[config.mk]
export PLATFORM = sky130hd
export DESIGN_NAME = sort_slot_scheduler
export DESIGN_NICKNAME = d
export VERILOG_FILES = /design/src/rtl/sort_slot_scheduler_pkg.sv /design/src/rtl/rr_arbiter.sv /design/src/rtl/sort_slot_scheduler.sv
export SDC_FILE = /design/constraint.sdc
export NUM_CORES = 2
export LEC_CHECK = 0
export ABC_AREA = 1
export CAP_MARGIN = 20
export CORE_AREA = 4 4 457 459
export CTS_CLUSTER_SIZE = 8
export DETAILED_ROUTE_END_ITERATION = 10
export DIE_AREA = 0 0 461 463
export PLACE_DENSITY_LB_ADDON = 0.1
export SLEW_MARGIN = 40
export SYNTH_ARGS = -nofsm -noshare
export SYNTH_HDL_FRONTEND = slang
export SYNTH_SLANG_ARGS = --single-unit
[constraint.sdc]
create_clock -name clk -period 33.9 [get_ports clk]
set_input_delay 5.085 -clock clk [delete_from_list [all_inputs] [get_ports clk]]
set_output_delay 5.085 -clock clk [all_outputs]
set_load 0.1 [all_outputs]
[src/rtl/sort_slot_scheduler_pkg.sv]
// Shared types and defaults for the sort slot scheduler: lane geometry helper,
// default sizing and the slot FSM state encoding.
package sort_slot_scheduler_pkg;

  localparam int unsigned PORT_NUB_TOTAL  = 8;
  localparam int unsigned DATA_WIDTH_DFLT = 32;
  localparam int unsigned SORT_LAT_DFLT   = 6;

  typedef enum logic [1:0] {
    ST_IDLE    = 2'd0,
    ST_ARB     = 2'd1,
    ST_WAIT    = 2'd2,
    ST_CAPTURE = 2'd3
  } state_e;

  // Lane layout is {valid, dest, data}, MSB first.
  function automatic int unsigned lane_width(input int unsigned ports, input int unsigned dw);
    return 1 + $clog2(ports) + dw;
  endfunction

endpackage

[src/rtl/rr_arbiter.sv]
// Round-robin pick of one request: lowest set index at or above ptr, wrapping.
module rr_arbiter #(
  parameter  int unsigned N  = 8,
  localparam int unsigned PW = $clog2(N)
) (
  input  logic [N-1:0]  req,
  input  logic [PW-1:0] ptr,
  output logic [N-1:0]  gnt_c
);

  logic          found_c;
  logic [PW-1:0] idx_c;

  // N is a power of two, so truncating ptr+off gives the modulo wrap.
  always_comb begin
    gnt_c   = '0;
    found_c = 1'b0;
    idx_c   = '0;
    for (int unsigned off = 0; off < N; off++) begin
      idx_c = ptr + PW'(off);
      if (!found_c && req[idx_c]) begin
        gnt_c[idx_c] = 1'b1;
        found_c      = 1'b1;
      end
    end
  end

endmodule

[src/rtl/sort_slot_scheduler.sv]
// Collects per-port requests into one-entry buffers, grants one request per
// destination each slot, and shepherds one slot at a time through the sorter.
module sort_slot_scheduler
  import sort_slot_scheduler_pkg::*;
#(
  parameter  int unsigned PORT_NUB    = PORT_NUB_TOTAL,
  parameter  int unsigned DATA_WIDTH  = DATA_WIDTH_DFLT,
  parameter  int unsigned SORT_LAT    = SORT_LAT_DFLT,
  localparam int unsigned PW          = $clog2(PORT_NUB),
  localparam int unsigned LW          = lane_width(PORT_NUB, DATA_WIDTH),
  localparam int unsigned WIDTH_TOTAL = PORT_NUB * LW
) (
  input  logic                             clk,
  input  logic                             rst,
  input  logic [PORT_NUB-1:0]              in_valid,
  input  logic [PORT_NUB*PW-1:0]           in_dest,
  input  logic [PORT_NUB*DATA_WIDTH-1:0]   in_data,
  output logic [PORT_NUB-1:0]              in_ready,
  output logic [WIDTH_TOTAL-1:0]           sort_in,
  input  logic [WIDTH_TOTAL-1:0]           sort_out,
  output logic                             out_valid,
  output logic [WIDTH_TOTAL-1:0]           out_data,
  output logic                             busy
);

  localparam int unsigned CW = (SORT_LAT > 1) ? $clog2(SORT_LAT) : 1;

  state_e                  state_q, state_d;
  logic [PORT_NUB-1:0]     empty_q, empty_d;
  logic [PW-1:0]           dest_q [PORT_NUB];
  logic [PW-1:0]           dest_d [PORT_NUB];
  logic [DATA_WIDTH-1:0]   data_q [PORT_NUB];
  logic [DATA_WIDTH-1:0]   data_d [PORT_NUB];
  logic [PW-1:0]           rr_q   [PORT_NUB];
  logic [PW-1:0]           rr_d   [PORT_NUB];
  logic [CW-1:0]           cnt_q, cnt_d;
  logic [WIDTH_TOTAL-1:0]  sort_in_q, sort_in_d;
  logic [WIDTH_TOTAL-1:0]  out_data_q, out_data_d;
  logic                    out_valid_q, out_valid_d;
  logic                    busy_q, busy_d;

  logic [PORT_NUB-1:0]     req_c [PORT_NUB];
  logic [PORT_NUB-1:0]     gnt_c [PORT_NUB];
  logic [PORT_NUB-1:0]     granted_c;

  // Per-destination request vectors: full buffers addressed to that destination.
  always_comb begin
    for (int d = 0; d < PORT_NUB; d++) begin
      req_c[d] = '0;
      for (int i = 0; i < PORT_NUB; i++) begin
        req_c[d][i] = !empty_q[i] && (dest_q[i] == PW'(d));
      end
    end
  end

  for (genvar g = 0; g < PORT_NUB; g++) begin : g_arb
    rr_arbiter #(.N(PORT_NUB)) u_rr_arbiter (
      .req   (req_c[g]),
      .ptr   (rr_q[g]),
      .gnt_c (gnt_c[g])
    );
  end

  always_comb begin
    state_d     = state_q;
    empty_d     = empty_q;
    dest_d      = dest_q;
    data_d      = data_q;
    rr_d        = rr_q;
    cnt_d       = cnt_q;
    sort_in_d   = sort_in_q;
    out_data_d  = out_data_q;
    out_valid_d = 1'b0;
    granted_c   = '0;
    for (int d = 0; d < PORT_NUB; d++) begin
      granted_c = granted_c | gnt_c[d];
    end

    // Acceptance only targets empty buffers, so it never collides with a grant.
    for (int i = 0; i < PORT_NUB; i++) begin
      if (in_valid[i] && empty_q[i]) begin
        empty_d[i] = 1'b0;
        dest_d[i]  = in_dest[i*PW +: PW];
        data_d[i]  = in_data[i*DATA_WIDTH +: DATA_WIDTH];
      end
    end

    case (state_q)
      ST_IDLE: begin
        if (!(&empty_q)) state_d = ST_ARB;
      end
      ST_ARB: begin
        for (int i = 0; i < PORT_NUB; i++) begin
          sort_in_d[i*LW +: LW] = granted_c[i] ? {1'b1, dest_q[i], data_q[i]} : LW'(0);
          if (granted_c[i]) empty_d[i] = 1'b1;
        end
        for (int d = 0; d < PORT_NUB; d++) begin
          for (int i = 0; i < PORT_NUB; i++) begin
            if (gnt_c[d][i]) rr_d[d] = PW'(i + 1);
          end
        end
        cnt_d   = CW'(SORT_LAT - 1);
        state_d = ST_WAIT;
      end
      ST_WAIT: begin
        if (cnt_q == '0) state_d = ST_CAPTURE;
        else             cnt_d   = cnt_q - CW'(1);
      end
      ST_CAPTURE: begin
        out_data_d  = sort_out;
        out_valid_d = 1'b1;
        state_d     = (&empty_q) ? ST_IDLE : ST_ARB;
      end
      default: state_d = ST_IDLE;
    endcase

    busy_d = (state_d != ST_IDLE);
  end

  always_ff @(posedge clk or posedge rst) begin
    if (rst) begin
      state_q     <= ST_IDLE;
      empty_q     <= '1;
      cnt_q       <= '0;
      sort_in_q   <= '0;
      out_data_q  <= '0;
      out_valid_q <= 1'b0;
      busy_q      <= 1'b0;
      for (int i = 0; i < PORT_NUB; i++) begin
        dest_q[i] <= '0;
        data_q[i] <= '0;
        rr_q[i]   <= '0;
      end
    end else begin
      state_q     <= state_d;
      empty_q     <= empty_d;
      cnt_q       <= cnt_d;
      sort_in_q   <= sort_in_d;
      out_data_q  <= out_data_d;
      out_valid_q <= out_valid_d;
      busy_q      <= busy_d;
      for (int i = 0; i < PORT_NUB; i++) begin
        dest_q[i] <= dest_d[i];
        data_q[i] <= data_d[i];
        rr_q[i]   <= rr_d[i];
      end
    end
  end

  assign in_ready  = empty_q;
  assign sort_in   = sort_in_q;
  assign out_valid = out_valid_q;
  assign out_data  = out_data_q;
  assign busy      = busy_q;

endmodule
==> metrics.yaml <==
status:
  status: "finished, final reports clean"
setup_path:
  path_class: "primary input to asynchronous set/reset pin"
  r2r_cells: 17
  r2r_end: "in_ready[4]"
  crit_family: "buffers and inverters"
  slowest_stage: "buf_4"
  rrSetupSlack_ns: 28.21
  startpoint_type: "primary input"
  cp.required_ns: 34.70
  crit_top_cell: "buf_6"
  worstPathCellList: "clkdlybuf4s50_1 > clkinv_8 > buf_4 > buf_4 > buf_6 > buf_6 > buf_6"
  arrival_ns: 9.38
  critPathMaxFanout: 102
  endpoint_kind: "asynchronous set/reset pin"
  critPathMaxStageDelay_ns: 0.67
  path_buf_inv: 7
  reg2reg_from: "rr_q[0]"
yosys:
  syn_inst: 5061
  yosysTopAreaCell: "dfrtp_1"
  ys.flop_type: "dfrtp_1"
  ys_warn_count: 0
  synthDistinctLibCells: 41
  avgSynthCellArea_um2: 9.00
  synth_area_leaders: "dfrtp_1 (49%), mux2_2 (13%), nand2_1 (11%)"
  synth_edf_count: 0
  yosys_register_bits: 895
  ys_seq_area_frac: 0.492
  synthArstFlopShare: 1.00
  synthesis.nets: 5693
  synth_top_area_frac: 0.487
  syn_area_um2: 45600
route:
  wl_per_cell_um: 22.2
  vias_per_cell: 4.52
  wl_met1_mm: 84.5
  wl_met2_mm: 93.7
  drt_iter0_markers: 2617
  drc: 0
  wl_mm: 199
  vias: 40400
  dr_wl_met3_mm: 16.1
  drt_pass1_iterations: 6
  dr.max_layer_used: "met5"
  ant_nets: 0
sta:
  fmax_ghz: 0.117
  tns_ns: 0
  relSlewSlack: 0.355
  clock-skew-final_ns: 0.0354
  period_share: 0.253
  fin_crit_ns: 8.58
  rsz0062_at_grt: "no"
  finalMaxSlewViolations: 0
  hold_viol_final: 0
  finalSetupViolations: 0
  tightest_slew_ns: 0.964
floorplan:
  die_width_um: 461
  core_region_area_um2: 204000
  initial_core_util: 0.223
  row_count: 166
  die-height_um: 463
  die_area_um2: 213000
  num_io_pins: 1164
cts:
  clkLatencyLatePin_ns: 0.76
  post_cts_resized: 0
  path_clk_slew_ns: 0.05
  cts_buffer_depth: 3
  cts_tree: "built"
  htreeDepth: 4
  cts_num_sinks: 895
  cts_buffers: 132
  cts-root-buf: "clkbuf_16"
  cts_hold_buf: 0
  cts_setup_buffers: 0
final_layout:
  drive_above_1_share: 0.257
  fillers: 21800
  ff_latch_area_um2: 22400
  multiInputGateArea_um2: 20900
  final_cell_mix: "nand2_1 (1,275), dfrtp_1 (885), nand3_1 (785), clkdlybuf4s50_1 (577), buf_2 (575)"
  final_net_count: 6815
  mostFrequentLayoutCell: "nand2_1"
  syn_to_final_growth_pct: 33.8
placed_design:
  port_buffers: 1163
  gp_congestion: 0.885
  hpwl_mm: 149
global_route:
  grt.overflow.total: 0
  grt.total_usage: 0.180
  grt_pass1_vias: 40200
  grt_pass1_wl_mm: 286
  grt_max_degree: 103
  antenna_found_initial: 60
run:
  maxCapViolCount: 0
min_path:
  hp-class: "flip-flop to flip-flop"
  worstHoldPathCells: 2
  hold_path_end: "sort_in[158]"
  min-delay-start: "data_q[110]"
-- worst reg2reg max path, cell delays in order (launching register included) --
cell and delay, ns:
dfrtp_1 0.84, inv_1 0.55, ha_1 0.76, inv_1 0.38, nand3_1 0.25, nand2_1 0.10, nand2_1 0.07, nand2_1 0.07
nand3_1 0.26, nor2_1 0.08, nor2_1 0.18, nand2_1 0.08, nor2_1 0.13, nand4_1 0.23, nor2_1 0.33, nand4_4 0.64
nand2_1 0.52, o21ai_0 0.15
-- logic make-up after synthesis --
logic type | Yosys count | share of synthesized area
adder cells (fa/ha/maj) | 54 | 0.0148
flip-flops | 895 | 0.492
AND/OR/NAND/NOR | 2940 | 0.299
AO/OA/AOI/OAI | 81 | 0.00956
multiplexers | 545 | 0.135
buffers and inverters | 546 | 0.0503
-- worst max-delay path by stage --
stage,cells past startpoint,slack [ns],from,to
2_1_floorplan,1,3.67,rst,busy
4_1_cts,7,24.80,rst,out_data[244]
3_5_place_dp,7,23.96,rst,out_data[8]
5_1_grt,7,24.72,rst,out_data[172]
6_report,7,25.32,rst,out_data[221]
3_3_place_gp,7,23.38,rst,out_data[50]
-- layer usage --
layer,up-vias,track usage
li1,19000,-
met1,19800,0.229
met2,1210,0.293
met3,285,0.0620
met4,74,0.0416
met5,-,0
-- metrics by stage --
stage                     hold slack, ns   util  instance area, µm²  std cells  setup WS [ns]
after floorplan                    0.463      -               45600       5061           3.67
after global placement             0.461  0.293               59800       8733          23.38
after detailed placement           0.460  0.279               57100       8737          23.96
after CTS                          0.458  0.298               60900       8924          24.80
after global routing               0.484  0.298               60900       8929          24.72
final                              0.461  0.298               61000       8939          25.32
-- area by class of cell --
cell class                      instances  area share
Multi-Input combinational cell       3620       0.343
Tap cell                             2688      0.0552
Inverter                              335      0.0210
Antenna cell                           15    0.000616
Clock buffer                          172      0.0580
Timing Repair Buffer                 1199       0.150
Clock inverter                         15     0.00439
Sequential cell                       895       0.368
-- state kept, by name, summed over array words and instances, names as in the netlist --
name	count
busy	1
out_data	288
sort_in	288
dest_q	24
data_q	256
cnt_q	3
in_ready	8
out_valid	1
state_q	2
rr_q	24
-- synth_stat cells, types with 4 or more instances --
master    instances
buf_4            17
or2_2             6
nor2_4           21
ha_1             54
clkbuf_1        118
inv_1           278
nor3_1          135
nand3_1         785
nand2_2          38
nor2_2           27
nand4_4          10
buf_2            23
nand3_2          83
a21oi_1          46
dfrtp_1         887
nor2_1          447
nand2_1        1281
dfstp_2           8
o21ai_0          22
nand2_4          11
nand3b_1          6
or2_1            11
inv_2            54
buf_6            15
o21ai_1           5
nand4_2           4
nand4_1          71
mux2_2          545
buf_1            35
Power is left out: the tool's default activity adds up to more than one toggle a clock period on the data nets, which glitch-free logic cannot reach.
